[src/rtl/sys_bus_arb_pkg.sv]
`default_nettype none
// ============================================================================
//  Module   : sys_bus_arb_pkg
//  Purpose  : Shared definitions for the system bus arbiter. Holds the FSM
//             state encoding, the io_byte_size codes and the default slave
//             region map (SDRAM, TIMER, UART, GPIO).
//  Revision : 1.0  initial release
// ============================================================================
package sys_bus_arb_pkg;

    typedef enum logic [1:0] {
        ST_IDLE   = 2'd0,
        ST_DECODE = 2'd1,
        ST_BEAT   = 2'd2,
        ST_DONE   = 2'd3
    } state_t;

    // Byte-size codes carried on io_byte_size
    localparam logic [1:0] c_sz_word = 2'd0;
    localparam logic [1:0] c_sz_half = 2'd1;
    localparam logic [1:0] c_sz_byte = 2'd2;

    // Default region map, region 0 in the low 32 bits.
    //   0 SDRAM : 0x0000_0000 - 0x1FFF_FFFF
    //   1 TIMER : 0x2000_xxxx
    //   2 UART  : 0x2001_xxxx
    //   3 GPIO  : 0x2002_xxxx
    localparam logic [127:0] c_def_slv_base = {
        32'h2002_0000, 32'h2001_0000, 32'h2000_0000, 32'h0000_0000
    };
    localparam logic [127:0] c_def_slv_mask = {
        32'hFFFF_0000, 32'hFFFF_0000, 32'hFFFF_0000, 32'hE000_0000
    };

endpackage
`default_nettype wire

[src/rtl/sys_bus_decode.sv]
`default_nettype none
// ============================================================================
//  Module   : sys_bus_decode
//  Purpose  : Combinational address decoder. A region hits when
//             (addr & mask) == base; the lowest-index hit wins.
//  Ports    : i_addr  address to decode
//             o_sel   one-hot region select (all zero on a miss)
//             o_miss  no region hit
//  Revision : 1.0  initial release
// ============================================================================
module sys_bus_decode #(
    parameter int                    XLEN     = 32,
    parameter int                    NSLV     = 4,
    parameter logic [NSLV*XLEN-1:0]  SLV_BASE = '0,
    parameter logic [NSLV*XLEN-1:0]  SLV_MASK = '0
) (
    input  logic [XLEN-1:0] i_addr,
    output logic [NSLV-1:0] o_sel,
    output logic            o_miss
);

    logic [NSLV-1:0] w_hit;

    for (genvar gi = 0; gi < NSLV; gi++) begin : g_hit
        assign w_hit[gi] = ((i_addr & SLV_MASK[gi*XLEN +: XLEN]) == SLV_BASE[gi*XLEN +: XLEN]);
    end

    // Scan from the top down so the lowest index is the last one written.
    always_comb begin
        o_sel  = '0;
        o_miss = 1'b1;
        for (int i = NSLV - 1; i >= 0; i--) begin
            if (w_hit[i]) begin
                o_sel    = '0;
                o_sel[i] = 1'b1;
                o_miss   = 1'b0;
            end
        end
    end

endmodule
`default_nettype wire

[src/rtl/sys_bus_arb.sv]
`default_nettype none
// ============================================================================
//  Module   : sys_bus_arb
//  Purpose  : Two-master system bus arbiter. m0 issues LINE_WORDS-beat line
//             fills / write-backs, m1 issues single accesses. Round-robin
//             grant, one decode cycle, per-beat io_ready timeout.
//  Ports    : clk, rst (async, active-low)
//             i_m0_* / o_m0_*  refill master (line request, done pulse)
//             i_m1_* / o_m1_*  single-access master (ready pulse)
//             o_io_* / i_io_*  slave side strobes, select, data
//  Revision : 1.0  initial release
// ============================================================================
module sys_bus_arb
    import sys_bus_arb_pkg::*;
#(
    parameter int                   XLEN       = 32,
    parameter int                   LINE_WORDS = 4,
    parameter int                   NSLV       = 4,
    parameter logic [NSLV*XLEN-1:0] SLV_BASE   = c_def_slv_base,
    parameter logic [NSLV*XLEN-1:0] SLV_MASK   = c_def_slv_mask,
    parameter int                   TIMEOUT    = 255
) (
    input  logic                       clk,
    input  logic                       rst,
    input  logic                       i_m0_req,
    input  logic                       i_m0_we,
    input  logic [XLEN-1:0]            i_m0_addr,
    input  logic [XLEN*LINE_WORDS-1:0] i_m0_wdata,
    output logic [XLEN*LINE_WORDS-1:0] o_m0_rdata,
    output logic                       o_m0_done,
    output logic                       o_m0_err,
    input  logic                       i_m1_req,
    input  logic                       i_m1_we,
    input  logic [XLEN-1:0]            i_m1_addr,
    input  logic [XLEN-1:0]            i_m1_wdata,
    input  logic [1:0]                 i_m1_size,
    output logic [XLEN-1:0]            o_m1_rdata,
    output logic                       o_m1_ready,
    output logic                       o_m1_err,
    output logic [XLEN-1:0]            o_io_addr,
    output logic [XLEN-1:0]            o_io_wdata,
    output logic                       o_io_read,
    output logic                       o_io_write,
    output logic [1:0]                 o_io_byte_size,
    output logic [NSLV-1:0]            o_io_sel,
    input  logic [XLEN-1:0]            i_io_rdata,
    input  logic                       i_io_ready
);

    localparam int c_lw = XLEN * LINE_WORDS;
    localparam int c_bw = $clog2(LINE_WORDS);
    localparam int c_ww = $clog2(TIMEOUT + 1);

    state_t            r_state, w_next;
    logic              r_gnt;       // 0 = m0, 1 = m1
    logic              r_prio;      // master favoured on a simultaneous request
    logic              r_we;
    logic              r_err;
    logic              r_gap;       // idle cycle between beats
    logic [XLEN-1:0]   r_addr;
    logic [c_lw-1:0]   r_wdata;
    logic [1:0]        r_size;
    logic [c_bw-1:0]   r_beat;
    logic [c_ww-1:0]   r_wait;
    logic [c_lw-1:0]   r_m0_rdata;
    logic [XLEN-1:0]   r_m1_rdata;

    logic [NSLV-1:0]   w_sel;
    logic              w_miss;
    logic              w_any_req;
    logic              w_pick;
    logic              w_active;
    logic              w_last;
    logic              w_timeout;

    // Decoding the latched line address is enough: a burst never leaves its region.
    sys_bus_decode #(
        .XLEN     (XLEN),
        .NSLV     (NSLV),
        .SLV_BASE (SLV_BASE),
        .SLV_MASK (SLV_MASK)
    ) u_decode (
        .i_addr (r_addr),
        .o_sel  (w_sel),
        .o_miss (w_miss)
    );

    assign w_any_req = i_m0_req | i_m1_req;
    assign w_pick    = (i_m0_req & i_m1_req) ? r_prio : i_m1_req;
    assign w_active  = (r_state == ST_BEAT) & ~r_gap;
    assign w_last    = r_gnt | (r_beat == c_bw'(LINE_WORDS - 1));
    assign w_timeout = (r_wait == c_ww'(TIMEOUT - 1));

    // Strobes are decoded from state so an async reset drops them at once.
    assign o_io_read      = w_active & ~r_we;
    assign o_io_write     = w_active &  r_we;
    assign o_io_sel       = w_active ? w_sel : '0;
    assign o_io_addr      = w_active ? (r_addr + XLEN'({r_beat, 2'b00})) : '0;
    assign o_io_wdata     = w_active ? r_wdata[r_beat*XLEN +: XLEN] : '0;
    assign o_io_byte_size = w_active ? r_size : '0;

    assign o_m0_done  = (r_state == ST_DONE) & ~r_gnt;
    assign o_m0_err   = o_m0_done & r_err;
    assign o_m1_ready = (r_state == ST_DONE) &  r_gnt;
    assign o_m1_err   = o_m1_ready & r_err;
    assign o_m0_rdata = r_m0_rdata;
    assign o_m1_rdata = r_m1_rdata;

    always_ff @(posedge clk or negedge rst) begin
        if (!rst) begin
            r_state <= ST_IDLE;
        end else begin
            r_state <= w_next;
        end
    end

    always_comb begin
        w_next = r_state;
        case (r_state)
            ST_IDLE:   if (w_any_req) w_next = ST_DECODE;
            ST_DECODE: w_next = w_miss ? ST_DONE : ST_BEAT;
            ST_BEAT: begin
                if (w_active) begin
                    if (i_io_ready) begin
                        if (w_last) w_next = ST_DONE;
                    end else if (w_timeout) begin
                        w_next = ST_DONE;
                    end
                end
            end
            ST_DONE:   w_next = ST_IDLE;
            default:   w_next = ST_IDLE;
        endcase
    end

    always_ff @(posedge clk or negedge rst) begin
        if (!rst) begin
            r_gnt      <= 1'b0;
            r_prio     <= 1'b0;
            r_we       <= 1'b0;
            r_err      <= 1'b0;
            r_gap      <= 1'b0;
            r_addr     <= '0;
            r_wdata    <= '0;
            r_size     <= '0;
            r_beat     <= '0;
            r_wait     <= '0;
            r_m0_rdata <= '0;
            r_m1_rdata <= '0;
        end else begin
            case (r_state)
                ST_IDLE: begin
                    if (w_any_req) begin
                        r_gnt   <= w_pick;
                        r_we    <= w_pick ? i_m1_we   : i_m0_we;
                        r_addr  <= w_pick ? i_m1_addr : i_m0_addr;
                        r_wdata <= w_pick ? c_lw'(i_m1_wdata) : i_m0_wdata;
                        r_size  <= w_pick ? i_m1_size : c_sz_word;
                        r_beat  <= '0;
                        r_wait  <= '0;
                        r_gap   <= 1'b0;
                        r_err   <= 1'b0;
                    end
                end
                ST_DECODE: r_err <= w_miss;
                ST_BEAT: begin
                    if (r_gap) begin
                        r_gap  <= 1'b0;
                        r_wait <= '0;
                    end else if (i_io_ready) begin
                        if (!r_we) begin
                            if (r_gnt) r_m1_rdata <= i_io_rdata;
                            else       r_m0_rdata[r_beat*XLEN +: XLEN] <= i_io_rdata;
                        end
                        if (!w_last) begin
                            r_beat <= r_beat + 1'b1;
                            r_gap  <= 1'b1;
                            r_wait <= '0;
                        end
                    end else if (w_timeout) begin
                        r_err <= 1'b1;
                    end else begin
                        r_wait <= r_wait + 1'b1;
                    end
                end
                ST_DONE: r_prio <= ~r_gnt;
                default: ;
            endcase
        end
    end

endmodule
`default_nettype wire

[config.mk]
export PLATFORM = sky130hd
export DESIGN_NAME = sys_bus_arb
export DESIGN_NICKNAME = d
export VERILOG_FILES = /design/src/rtl/sys_bus_arb_pkg.sv /design/src/rtl/sys_bus_decode.sv /design/src/rtl/sys_bus_arb.sv
export SDC_FILE = /design/constraint.sdc
export NUM_CORES = 1
export LEC_CHECK = 0
export ABC_CLOCK_PERIOD_IN_PS = 2800
export CAP_MARGIN = 20
export CORE_AREA = 2 2 194 196
export CTS_BUF_LIST = sky130_fd_sc_hd__clkbuf_2
export DETAILED_ROUTE_END_ITERATION = 16
export DIE_AREA = 0 0 196 198
export GPL_ROUTABILITY_DRIVEN = 0
export PLACE_DENSITY = 0.74
export SLEW_MARGIN = 10
export SYNTH_ARGS = -nofsm -noshare
export SYNTH_HDL_FRONTEND = slang
export SYNTH_SLANG_ARGS = --single-unit
[constraint.sdc]
create_clock -name clk -period 2.8 [get_ports clk]
set_input_delay 0.7 -clock clk [delete_from_list [all_inputs] [get_ports clk]]
set_output_delay 0.7 -clock clk [all_outputs]
set_load 0.005 [all_outputs]
==> results <==
- The most common cell in the netlist is nand2_1.
- The number of global-route vias before repair came to 14.04k.
- STA classifies the critical path startpoint as a flip-flop.
- The cell repeated most along the worst path is buf_6.
- The synthesized netlist net count is ~1.7k.
- Yosys attributes the largest share of cell area to dfrtp_1, nand2_1, o21ai_0.
- The detailed router used layers up to and including met5.
- The area growth from synthesis to layout is 50.56%.
- The final instance area is approximately 23000 sq um.
- The clock slew seen by the registers of the worst setup and hold paths is around 0.11 ns.
- Setup repair after global routing could not meet its margin everywhere.
- The share of Yosys cell area claimed by the top area cell type is 0.5469.
- The required time reported for the critical path endpoint is about 2.1 ns.
- The number of enable-type register cells in the synthesized netlist is 0.
- In this run the tightest slew margin relative to its limit is 0.5747.
- The first-iteration detailed-routing DRC count is approximately 660.
- The cell depth of the worst flop-to-flop path is 9.
- Walking the worst path, the cells encountered are ha_4, a21o_1, nand4_1, buf_6, buf_6, nor4_4, xnor2_1, nor2_1, buf_2.
- Counting instances in the post-synthesis netlist gives the leading cell types as nand2_1, dfrtp_1, o21ai_0.
- The path class of the tightest hold or removal check is primary input to asynchronous set/reset pin.
- The worst setup slack after layout is -0.7047 ns.
- The shortest clock period the worst path allows after layout is around 3.5 ns.
- In this run the horizontal extent of the chip is ~200 microns.
- The clock tree from TritonCTS is built.
- The met2 layer wire length in the routed design is about 26 mm.
- Across every metal layer, demand over resource in global routing totals 0.2632.
- Summed over all failing endpoints, the final setup total negative slack is -33.87 ns.
- In this run, CTS created clock tree buffers numbering 86.
- In this run, synthesis produced a sequential element count of about 340.
- The die is ~200 microns tall.
- The placement-stage cell area is around 21000 sq um.
- The floorplan step defined a core boundary enclosing 36960 sq um.
- The final reports fail on setup timing.
- IR analysis of the VDD net gives a maximum drop of roughly 460 uV.
- Before antenna repair, the detailed router went through 7 iterations.
- The routed length on met3 is 4.108 mm.
- The worst clock skew is approximately 0.058 ns.
- For this block, wires on met1 add up to 19.84 mm.
- The number of max-capacitance violations reported is 0.
- In this run the tool buffered the top-level ports with 500 buffer cells.
- The top-level port count is around 500.
- After legalization and detailed placement, the total HPWL measured about 35 mm.
- Data arrives at the worst endpoint at between 2 and 3 ns.
- Timing would allow up to around 0.29 GHz.
- In the final routed layout, each cell accounts on average for about 20 microns.
- Across all register-to-register paths, the minimum setup slack is 0.31 ns.
- The flow ran to the end, but the final reports show violations.
- The number of antenna violations at the first check in global routing came to 6.
- The floorplan step defined a die boundary enclosing between 30000 and 40000 sq um.
- The number of nets in the final layout is around 2.4k.
- The number of vias after detailed routing is approximately 14k.
- Synthesis produced roughly 1.5k cells.
- The cell with the largest stage delay on the worst path is dfrtp_1.
- Of all nets on the critical path, the largest fanout is 3.
- Dividing total power by cell area gives a power density of roughly 890 nW/um^2.
- Of the cells placed in the final design, the portion with a size suffix greater than 1 is 0.2396.
- STA classifies the critical path endpoint as a primary output.
- In the synthesized netlist the async set-or-reset flop fraction comes to 1.000.
- The end of the worst register-to-register path is o_m0_rdata[124]$_DFFE_PN0P_.
- Summed over all instances, the cell type with the most area after synthesis is dfrtp_1.
- The count of endpoints failing hold in the final timing report is 0.
- The final wirelength is slightly above 50 mm.
- The global-route wire length before repair is between 70 and 80 mm.
- The post-detailed-route DRC marker count is 0.
- The cell area after technology mapping is 15510 sq um.
- The share of the core filled with cells is 0.6319.
- The number of logic stages on the critical path including buffering is 9.
- The root buffer selected by CTS is clkbuf_2.
- The predominant post-synthesis flop cell is dfrtp_1.
- Dividing the detail-routed via count by the number of cells gives ~5.2.
- The clock network latency to the later pin of the worst-skew pair is 0.93 ns.
- The number of distinct standard cells referenced by the synthesized netlist is between 50 and 60.
- The cell family contributing the most delay on the critical path is flip-flops.
- The buffer depth of the longest clock path is 3.
- The clock drives 339 sinks.
- The startpoint identified for the worst register-to-register timing path is r_beat[1]$_DFFE_PN0P_.
- The sum of overflow across all layers after global routing is 0.
- The initial core utilization is 0.4197.
- The H-tree generated during clock tree synthesis spans 3 levels.
- The maximum number of pins on one net before global-route repair is 116.
- For this run, the register share of the synthesized area comes to 0.5469.
- Dividing the synthesized area by the synthesized cell count gives ~11 sq um.
- The number of nets still failing antenna checks after routing is 0.
- For the pin with the worst max-slew slack, the measured transition is approximately 0.64 ns.
- Dividing the final minimum period by the clock period gives 1.252.
- During synthesis, Yosys emitted a total of 0 warnings.
- The maximum single-stage delay on the critical path is roughly 0.45 ns.
- The number of failing setup endpoints in the final timing report is 70.
- The total power is a little over 20 mW.
- The final number of max-transition violations was 0.
- Together, buffers and inverters on the worst path number 3.
- The initialized floorplan defines 71 standard-cell rows.
- The leakage power of the design is around 10 nW.
- The critical path start-end classification is flip-flop to primary output.
-- worst max-delay path by stage --
stage                         end                   start  slack (ns)
detailed placement  o_io_addr[22]   r_addr[2]$_DFFE_PN0P_       -0.06
global route        o_io_addr[25]   r_addr[3]$_DFFE_PN0P_       -0.88
floorplan             o_io_sel[2]  r_state[0]$_DFFE_PN0P_        0.34
CTS                 o_io_addr[31]   r_beat[1]$_DFFE_PN0P_       -0.78
global placement    o_io_addr[28]   r_beat[0]$_DFFE_PN0P_       -0.02
finish              o_io_addr[25]   r_addr[3]$_DFFE_PN0P_       -0.70
-- per-stage QoR --
step / hold slack, ns / std cells / worst slack [ns]
2_1_floorplan: 0.4044 / 1457 / 0.3418
3_5_place_dp: 0.4682 / 2391 / -0.06182
5_1_grt: 0.2261 / 2617 / -0.8757
6_report: 0.3168 / 2618 / -0.7047
4_1_cts: 0.1973 / 2610 / -0.7840
3_3_place_gp: 0.4554 / 2391 / -0.01613
-- metal layers --
layer  global-route usage  up-vias
met5                    0        -
met4               0.1077        6
met3              0.07052      109
met2               0.4551      567
met1               0.3121     6636
li1                     -     6364
-- state kept, by name (all words and copies together), names as in the netlist --
signal      flops
o_m0_rdata    128
o_m1_rdata     32
r_addr         32
r_beat          2
r_err           1
r_gap           1
r_gnt           1
r_prio          1
r_size          2
r_state         2
r_wait          8
r_wdata       128
r_we            1
-- cells by family after synthesis --
family	Yosys count	share of synthesized area
DFF	339	0.5469
xor gates and xnor gates	31	0.01750
and+or+nand+nor	502	0.1421
AOI/OAI and AO/OA	322	0.1341
buffers and inverters	114	0.03162
muxes	133	0.1145
adders and majority gates	16	0.01339
-- layout make-up --
cell class | instances | area [sq um]
tap | 474 | 593.1
inverter | 10 | 37.54
sequential | 339 | 8489
timing repair buffer | 636 | 6409
clock buffer | 117 | 585.6
clock inverter | 35 | 188.9
multi-input combinational | 1004 | 7043
fill | 3007 | 13600
antenna | 3 | 7.507
-- power breakdown --
part	switching, mW	internal, mW
clock network	2.07	1.32
registers	1.21	6.65
logic	4.17	5.33
total	7.44	13.3
-- placed cells by master, fill, tap and decap left out, types with 26 or more instances in the layout --
cell             instances
nand2_1                336
o21ai_0                189
buf_6                   82
clkinv_1                26
buf_2                   39
mux2i_1                 66
mux4_2                  32
clkbuf_2               118
and2_4                  38
dfrtp_1                334
mux2_2                  35
nor2_1                  40
a22o_1                  97
buf_4                   60
clkdlybuf4s50_1        423
-- repair_timing --
action,4_1_cts,5_1_grt
hold buffers,1,0
setup buffers,61,14
resized for setup,468,53
gates cloned,5,0
pin swaps,83,40
setup endpoints to repair,76,76
endpoints found under the hold margin,57,0
No activity file was read; power rests on OpenSTA's default activity.
